## src/rtl/lot_turn_if.sv

```systemverilog
// Board-side and lottery-core-side signals of the turn controller.
interface lot_turn_if;
  logic       start;
  logic       btn;
  logic [3:0] num;
  logic [3:0] num_out;
  logic       insere;
  logic       fim;
  logic       fim_jogo;
  logic       player;
  logic [2:0] bet_cnt;
  logic       busy;
  logic       rej;
  logic       timeout_err;

  modport slave (
    input  start, btn, num,
    output num_out, insere, fim, fim_jogo, player, bet_cnt, busy, rej, timeout_err
  );

  modport master (
    output start, btn, num,
    input  num_out, insere, fim, fim_jogo, player, bet_cnt, busy, rej, timeout_err
  );
endinterface

```

## src/rtl/lot_turn_ctrl.sv

```systemverilog
// Two-player lottery round sequencer: button edge capture, bet counting,
// per-turn timeout and the insere/fim/fim_jogo strobes for the core.
module lot_turn_ctrl #(
  parameter int NUM_BETS = 4,
  parameter int TIMEOUT  = 255
) (
  input  logic       clk,
  input  logic       reset,
  lot_turn_if.slave  lt
);
  typedef enum logic [1:0] {IDLE, TURN, ENDP, DONE} state_e;

  localparam logic [2:0] BETS = 3'(NUM_BETS);
  localparam logic [7:0] TMAX = 8'(TIMEOUT - 1);

  state_e     state_q, state_d;
  logic       btn_q;
  logic [7:0] timer_q, timer_d;
  logic [3:0] num_out_q, num_out_d;
  logic [2:0] bet_cnt_q, bet_cnt_d;
  logic       insere_q, insere_d, fim_q, fim_d, fim_jogo_q, fim_jogo_d;
  logic       player_q, player_d, busy_q, busy_d, rej_q, rej_d;
  logic       tmo_q, tmo_d;

  logic btn_rise, full_w, acc_w, bad_w, expire_w;

  // A full turn spends one more TURN cycle before ENDP, so fim trails the
  // last insere by one cycle; edges in that cycle are dropped.
  assign btn_rise = lt.btn & ~btn_q;
  assign full_w   = (bet_cnt_q == BETS);
  assign acc_w    = (state_q == TURN) && !full_w && btn_rise && (lt.num <= 4'd9);
  assign bad_w    = (state_q == TURN) && !full_w && btn_rise && (lt.num > 4'd9);
  assign expire_w = (state_q == TURN) && !full_w && !acc_w && (timer_q == TMAX);

  always_ff @(posedge clk) begin
    if (reset) begin
      state_q    <= IDLE;
      btn_q      <= 1'b0;
      timer_q    <= 8'd0;
      num_out_q  <= 4'd0;
      bet_cnt_q  <= 3'd0;
      insere_q   <= 1'b0;
      fim_q      <= 1'b0;
      fim_jogo_q <= 1'b0;
      player_q   <= 1'b0;
      busy_q     <= 1'b0;
      rej_q      <= 1'b0;
      tmo_q      <= 1'b0;
    end else begin
      state_q    <= state_d;
      btn_q      <= lt.btn;
      timer_q    <= timer_d;
      num_out_q  <= num_out_d;
      bet_cnt_q  <= bet_cnt_d;
      insere_q   <= insere_d;
      fim_q      <= fim_d;
      fim_jogo_q <= fim_jogo_d;
      player_q   <= player_d;
      busy_q     <= busy_d;
      rej_q      <= rej_d;
      tmo_q      <= tmo_d;
    end
  end

  always_comb begin
    state_d = state_q;
    case (state_q)
      IDLE: if (lt.start) state_d = TURN;
      TURN: if (full_w || expire_w) state_d = ENDP;
      ENDP: state_d = player_q ? DONE : TURN;
      DONE: state_d = IDLE;
      default: state_d = IDLE;
    endcase
  end

  // Outputs are registered alongside the state, so strobes tied to a state
  // are decoded from the next state.
  always_comb begin
    timer_d    = timer_q;
    num_out_d  = num_out_q;
    bet_cnt_d  = bet_cnt_q;
    player_d   = player_q;
    tmo_d      = tmo_q;
    insere_d   = acc_w;
    rej_d      = bad_w;
    fim_d      = (state_d == ENDP);
    fim_jogo_d = (state_d == DONE);
    busy_d     = (state_d != IDLE);
    case (state_q)
      IDLE: if (lt.start) begin
        player_d  = 1'b0;
        bet_cnt_d = 3'd0;
        timer_d   = 8'd0;
        tmo_d     = 1'b0;
      end
      TURN: begin
        if (acc_w) begin
          num_out_d = lt.num;
          bet_cnt_d = bet_cnt_q + 3'd1;
          timer_d   = 8'd0;
        end else if (expire_w) begin
          tmo_d = 1'b1;
        end else if (!full_w) begin
          timer_d = timer_q + 8'd1;
        end
      end
      ENDP: if (!player_q) begin
        player_d  = 1'b1;
        bet_cnt_d = 3'd0;
        timer_d   = 8'd0;
      end
      default: ;
    endcase
  end

  assign lt.num_out     = num_out_q;
  assign lt.insere      = insere_q;
  assign lt.fim         = fim_q;
  assign lt.fim_jogo    = fim_jogo_q;
  assign lt.player      = player_q;
  assign lt.bet_cnt     = bet_cnt_q;
  assign lt.busy        = busy_q;
  assign lt.rej         = rej_q;
  assign lt.timeout_err = tmo_q;
endmodule

```

## src/flat_wrapper.sv

```systemverilog
// flat-port wrapper written by rule: the top's interface ports become plain ports
module lot_turn_ctrl_flat 
#(
  parameter int NUM_BETS = 4,
  parameter int TIMEOUT  = 255
)
  (clk, reset, lt_start, lt_btn, lt_num, lt_num_out, lt_insere, lt_fim, lt_fim_jogo, lt_player, lt_bet_cnt, lt_busy, lt_rej, lt_timeout_err);
  lot_turn_if lt_i ();
  input  logic clk;
  input  logic reset;
  input wire logic [$bits(lt_i.start)-1:0] lt_start;
  input wire logic [$bits(lt_i.btn)-1:0] lt_btn;
  input wire logic [$bits(lt_i.num)-1:0] lt_num;
  output wire logic [$bits(lt_i.num_out)-1:0] lt_num_out;
  output wire logic [$bits(lt_i.insere)-1:0] lt_insere;
  output wire logic [$bits(lt_i.fim)-1:0] lt_fim;
  output wire logic [$bits(lt_i.fim_jogo)-1:0] lt_fim_jogo;
  output wire logic [$bits(lt_i.player)-1:0] lt_player;
  output wire logic [$bits(lt_i.bet_cnt)-1:0] lt_bet_cnt;
  output wire logic [$bits(lt_i.busy)-1:0] lt_busy;
  output wire logic [$bits(lt_i.rej)-1:0] lt_rej;
  output wire logic [$bits(lt_i.timeout_err)-1:0] lt_timeout_err;
  assign lt_i.start = lt_start;
  assign lt_i.btn = lt_btn;
  assign lt_i.num = lt_num;
  assign lt_num_out = lt_i.num_out;
  assign lt_insere = lt_i.insere;
  assign lt_fim = lt_i.fim;
  assign lt_fim_jogo = lt_i.fim_jogo;
  assign lt_player = lt_i.player;
  assign lt_bet_cnt = lt_i.bet_cnt;
  assign lt_busy = lt_i.busy;
  assign lt_rej = lt_i.rej;
  assign lt_timeout_err = lt_i.timeout_err;
  lot_turn_ctrl #(.NUM_BETS(NUM_BETS), .TIMEOUT(TIMEOUT)) u_core (.clk(clk), .reset(reset), .lt(lt_i));
endmodule
```

## config.mk

```make
export PLATFORM = sky130hd
export DESIGN_NAME = lot_turn_ctrl_flat
export DESIGN_NICKNAME = d
export VERILOG_FILES = /design/src/rtl/lot_turn_if.sv /design/src/rtl/lot_turn_ctrl.sv /design/src/flat_wrapper.sv
export SDC_FILE = /design/constraint.sdc
export NUM_CORES = 1
export LEC_CHECK = 0
export ABC_AREA = 1
export CAP_MARGIN = 20
export CORE_UTILIZATION = 25
export CTS_CLUSTER_DIAMETER = 200
export DETAILED_ROUTE_END_ITERATION = 10
export GPL_TIMING_DRIVEN = 1
export HOLD_SLACK_MARGIN = 0.02
export SLEW_MARGIN = 20
export SYNTH_ARGS = -nofsm -noshare
export SYNTH_HDL_FRONTEND = slang
export SYNTH_SLANG_ARGS = --single-unit
```

## constraint.sdc

```tcl
create_clock -name clk -period 2 [get_ports clk]
set_input_delay 0.4 -clock clk [delete_from_list [all_inputs] [get_ports clk]]
set_output_delay 0.4 -clock clk [all_outputs]
set_load 0.01 [all_outputs]
```

==> reports/summary.txt, run 1 <==
# hold bufs at CTS: 0
Worst VDD drop: 0.0002749 V
RSZ-0062 raised after global routing: no
DRT iter0 DRCs: 49
CTS max path bufs: 2
DR vias/cell: 4.205
Gpl congestion: 0.7510
CP Launch Type: flop
Post-synth EDFFs: 0
Worst Tran Pin Value: 0.3268 ns
Cell variety after synth: 26
CP Capture Type: flop
Slew Limit Fails: 0
Sequential-to-total area share from yosys stat: 0.3770
Status: finished clean
Async set-reset flop share out of synthesis: 0
Dominant synthesized flop cell: dfxtp_1
Crit path max fanout: 4
Worst EP arrival: 1.97 ns
Die footprint: 0.005606 mm2
# IOs: 22
Clock buffer count from CTS: 3
IO buf count: 21
Minimum clock period: 1.792 ns
Initial antenna violation count: 0
# setup viols final: 0
Syn_nets: 189
Synth Area in Simple Gates: 0.3883
Setup slack, reg-to-reg: 0.21 ns
Max Freq: 558.2 MHz
HP Start: u_core.lt.num_out[1]
Worst reg2reg endpoint: u_core.timer_q[5]
XOR/XNOR Fraction of Synth Area: 0.01320
Skew-Pair Late Insertion Delay: 0.27 ns
Relative slew margins: 0.7807
Mux cell area share after synthesis: 0
Final WL: 2.824 mm
HPWL after DPL: 2.166 mm
Synth Area in Compound Gates: 0.09708
Max-cap viol count: 0
Layout Nets: 216
Area Growth Syn to Fin: 26.39%
Setup bufs post-CTS: 0
Adder-cell area share of the yosys netlist: 0.03770
Post-route ant nets: 0
Final hold vios: 0
Clock sinks: 25
Wirelength per Cell: 10.34 um
FP Rows: 26
Root Buffer: clkbuf_8
Yosys reg bits: 25
Pre-Repair DR Iteration Count: 4
CTS tree: yes
Worst r2r path cells: 12
Core area: 0.005107 mm2
Die Y: 74.87 um
Gr ovfl total: 0
YS warnings: 0
Initial Utilization: 0.2599
Setup TNS: 0 ns
RR Startpoint: u_core.lt.bet_cnt[0]
Worst Skew: 0.002802 ns
Largest family of logic cells by synthesized area: simple AND/OR/NAND/NOR gates
Via count: 1148
Post-CTS sizing: 0
Mean post-synth cell area: 7.500 um2
First-pass GRT wire length: 4.823 mm
Overall Global Routing Usage: 0.1139
Leak Pwr: 0.6310 nW
CTS H-tree depth: 1
Residual DRC: 0
Clk slew on worst S/H paths: 0.09 ns
Min-delay worst type: reg -> reg
Netlist Area Pre-Place: 0.001328 mm2
Pin count of the biggest net entering global routing: 16
Number of global-route vias before repair: 1064
Die W: 74.87 um
Inserted Diodes: 0
Total design power: 0.9701 mW
Worst Path Class, Setup: reg -> reg
Synthesized instance count: 177
Layout cell share with drive strength beyond 1: 0.1527
Required @ worst endpoint: 2.18 ns
Power Density: 578.2 mW/mm2
Hold Crit Endpoint: u_core.lt.num_out[1]
Tcrit/Tclk final: 0.8958
Worst Hold Depth: 2
placed cells by master (no fill, tap or decap), drive strengths merged:
master / n
o21ai: 11
nand3: 11
xor2: 1
a31oi: 1
xnor2: 1
ha: 4
dfxtp: 25
clkbuf: 3
nand2: 40
a211oi: 1
nor2: 35
nand4: 5
inv: 25
clkinvlp: 1
buf: 3
nor3: 6
clkdlybuf4s50: 21
a21oi: 9
where the power goes:
part	leakage [nW]	internal (mW)	switching (mW)
registers	0.203	0.510	0.0117
logic	0.406	0.0585	0.0807
clock network	0.0217	0.141	0.168
worst max-delay path, cell delays in order, from the launching register on:
cell	delay, ns
dfxtp_1	0.37
inv_1	0.08
ha_1	0.19
nand2_1	0.17
inv_1	0.12
nor2_4	0.14
nand3_4	0.12
nand2_1	0.11
nand2_1	0.11
nand2_1	0.14
inv_2	0.06
nand2_1	0.06
nor2_1	0.04
through the flow:
step	hold slack [ns]	cells	setup WS, ns	instance area, um2	utilization
after floorplan	0.4785	177	0.3698	1328	-
after global placement	0.4808	269	0.07557	1629	0.3190
after detailed placement	0.4833	269	0.03859	1629	0.3190
after CTS	0.4978	273	0.1871	1678	0.3285
after global routing	0.5223	273	0.03812	1678	0.3285
final	0.4976	273	0.2085	1678	0.3285
worst max path at each step:
stage | from | endpoint | slack, ns | cells after the start
floorplan | u_core.lt.bet_cnt[0] | u_core.timer_q[6] | 0.37 | 12
global placement | lt_num[1] | u_core.timer_q[4] | 0.08 | 8
detailed placement | lt_num[1] | u_core.timer_q[4] | 0.04 | 8
CTS | u_core.lt.bet_cnt[0] | u_core.timer_q[7] | 0.19 | 12
global route | u_core.lt.bet_cnt[0] | u_core.timer_q[5] | 0.04 | 12
finish | u_core.lt.bet_cnt[0] | u_core.timer_q[5] | 0.21 | 12
registers in the layout, summed over array words and instances, names as in the netlist, 2 cells and up:
name               flops
u_core.lt.num_out      4
u_core.state_q         2
u_core.lt.bet_cnt      3
u_core.timer_q         8
cell families (layout without fill, tap and decap cells):
family / count (synthesis) / in the layout
buffers and inverters: 27 / 53
AND/OR/NAND/NOR: 97 / 97
flip-flops: 25 / 25
AO/OA/AOI/OAI: 22 / 22
adder cells (fa/ha/maj): 4 / 4
XOR/XNOR: 2 / 2
layer usage:
metal,GRT usage,wire length [um]
met1,0.1454,1387
met2,0.1912,1305
met3,0.02410,93
met4,0.03774,37
met5,0,0
cell usage after synthesis (4+ instances only):
library cell  instances  share of area
nand2_1              33          0.093
nor2_1               28          0.079
dfxtp_1              25           0.38
inv_1                21          0.059
nand3_1               9          0.034
nor3_1                6          0.023
o21ai_1               6          0.023
a21oi_1               5          0.019
nand4_1               5          0.024
o21ai_0               5          0.019
a21oi_2               4          0.026
ha_1                  4          0.038
nand2_2               4          0.019
cell type report:
type	instances	area [um2]
well taps	70	87.58
multi-input cells	125	711.9
flip-flops and latches	25	500.5
fillers	569	3430
repair buffers	24	232.7
clock inverters	1	7.507
inverters	25	96.34
clock buffers	3	41.29
No activity file was read; power rests on OpenSTA's default activity.
==> run 2: changes to the inputs <==
--- a/config.mk
+++ b/config.mk
@@ -7,6 +7,7 @@
 export LEC_CHECK = 0
 export ABC_AREA = 1
 export CAP_MARGIN = 20
+export CORE_MARGIN = 2
 export CORE_UTILIZATION = 25
 export CTS_CLUSTER_DIAMETER = 200
 export DETAILED_ROUTE_END_ITERATION = 10
==> reports/summary.txt, run 2 (same netlist as run 1, synthesis figures left out) <==
Status: finished clean
Min-delay worst type: reg -> reg
IO buf count: 21
Setup bufs post-CTS: 0
Power Density: 579.0 mW/mm2
Max-cap viol count: 0
Commonest non-fill, non-tap cell in the layout: nand2_1
Design area: 0.001678 mm2
CP Launch Type: flop
Clock buffer count from CTS: 3
HP Start: u_core.lt.num_out[3]
Required @ worst endpoint: 2.18 ns
Relative slew margins: 0.7683
Worst VDD drop: 0.0002325 V
# hold bufs at CTS: 0
Residual DRC: 0
Worst Hold Depth: 2
Worst r2r path cells: 12
Post-CTS sizing: 0
Max Freq: 571.9 MHz
Gpl congestion: 0.7692
Core area: 0.005107 mm2
Layout cell share with drive strength beyond 1: 0.1527
# setup viols final: 0
Post-route ant nets: 0
# IOs: 22
Initial Utilization: 0.2599
Placed Instances: 269
Placement Cell Area: 0.001629 mm2
Leak Pwr: 0.6310 nW
CTS max path bufs: 2
Clk slew on worst S/H paths: 0.09 ns
Setup TNS: 0 ns
Gr ovfl total: 0
Initial antenna violation count: 0
DR vias/cell: 4.179
RSZ-0062 raised after global routing: no
Crit path max fanout: 4
Die footprint: 0.005909 mm2
Worst Path Class, Setup: reg -> reg
CTS H-tree depth: 1
Final WL: 2.750 mm
Setup slack, reg-to-reg: 0.25 ns
Inserted Diodes: 0
Max FFs per register: 8
Final hold vios: 0
Hold Crit Endpoint: u_core.lt.num_out[3]
Die W: 76.87 um
Worst hold slack: 0.4906 ns
Worst EP arrival: 1.92 ns
Minimum clock period: 1.749 ns
FP Rows: 26
Total design power: 0.9715 mW
First-pass GRT wire length: 4.919 mm
Largest register by flop count: u_core.timer_q
CP Capture Type: flop
Die Y: 76.87 um
CTS tree: yes
Wirelength per Cell: 10.07 um
Root Buffer: clkbuf_8
Pin count of the biggest net entering global routing: 16
Worst Skew: 0.006229 ns
Tcrit/Tclk final: 0.8743
Non-filler instance count after layout: 273
HPWL after DPL: 2.117 mm
PnR worst setup slack: 0.2514 ns
Via count: 1141
RR Startpoint: u_core.lt.bet_cnt[0]
Skew-Pair Late Insertion Delay: 0.27 ns
Clock sinks: 25
Worst Tran Pin Value: 0.3452 ns
Commonest cells after routing, fill and taps aside: nand2_1, nor2_1, dfxtp_1, inv_1, clkdlybuf4s50_1
DRT iter0 DRCs: 99
Core Util, Final: 0.3285
Worst reg2reg endpoint: u_core.timer_q[5]
Area Growth Syn to Fin: 26.39%
Dpl ws: 0.02285 ns
Layout Nets: 216
Overall Global Routing Usage: 0.1018
Number of global-route vias before repair: 1085
Slew Limit Fails: 0
Pre-Repair DR Iteration Count: 4
-- run 2: cell counts in the layout (fill, tap and decap cells not counted) --
Identical to the previous run, type by type.
-- run 2: per-layer routing --
metal / track usage / part of all wire / wire (um) / vias to the layer above
met3: 0.02824 / 0.041 / 113 / 4
met2: 0.1658 / 0.46 / 1259 / 21
li1: - / - / - / 615
met5: 0 / 0 / 0 / -
met1: 0.1317 / 0.49 / 1349 / 501
met4: 0.02727 / 0.0098 / 27 / 0
-- run 2: final cells by class --
type                            count  area [um2]
Clock buffer                        3       41.29
Clock inverter                      1       7.507
Fill cell                         550        3430
Inverter                           25       96.34
Multi-Input combinational cell    125       711.9
Sequential cell                    25       500.5
Tap cell                           70       87.58
Timing Repair Buffer               24       232.7
-- run 2: worst max-delay path by stage --
stage,from,to,slack (ns),depth (start not counted)
after floorplan,u_core.lt.bet_cnt[0],u_core.timer_q[6],0.37,12
after global placement,lt_num[1],u_core.timer_q[4],0.07,8
after detailed placement,lt_num[1],u_core.timer_q[4],0.02,8
after CTS,u_core.lt.bet_cnt[0],u_core.timer_q[5],0.21,12
after global routing,u_core.lt.bet_cnt[0],u_core.timer_q[5],0.03,12
final,u_core.lt.bet_cnt[0],u_core.timer_q[5],0.25,12
-- run 2: power breakdown --
part	switching, mW	internal (mW)
registers	0.0118	0.510
logic	0.0803	0.0588
clock network	0.169	0.141
-- run 2: critical path: stages, from the launching register on --
cell and delay (ns):
dfxtp_1 0.37, inv_1 0.08, ha_1 0.19, nand2_1 0.15, inv_1 0.11, nor2_4 0.14, nand3_4 0.10, nand2_1 0.11
nand2_1 0.11, nand2_1 0.14, inv_2 0.06, nand2_1 0.06, nor2_1 0.04
==> run 3: changes to the inputs <==
--- a/config.mk
+++ b/config.mk
@@ -6,10 +6,11 @@
 export NUM_CORES = 1
 export LEC_CHECK = 0
 export ABC_AREA = 1
-export CAP_MARGIN = 20
+export CAP_MARGIN = 10
 export CORE_MARGIN = 2
 export CORE_UTILIZATION = 25
 export CTS_CLUSTER_DIAMETER = 200
+export CTS_CLUSTER_SIZE = 14
 export DETAILED_ROUTE_END_ITERATION = 10
 export GPL_TIMING_DRIVEN = 1
 export HOLD_SLACK_MARGIN = 0.02
==> results of run 3 <==
Same layout as run 2: the final DEF is identical, and so are final timing and power.
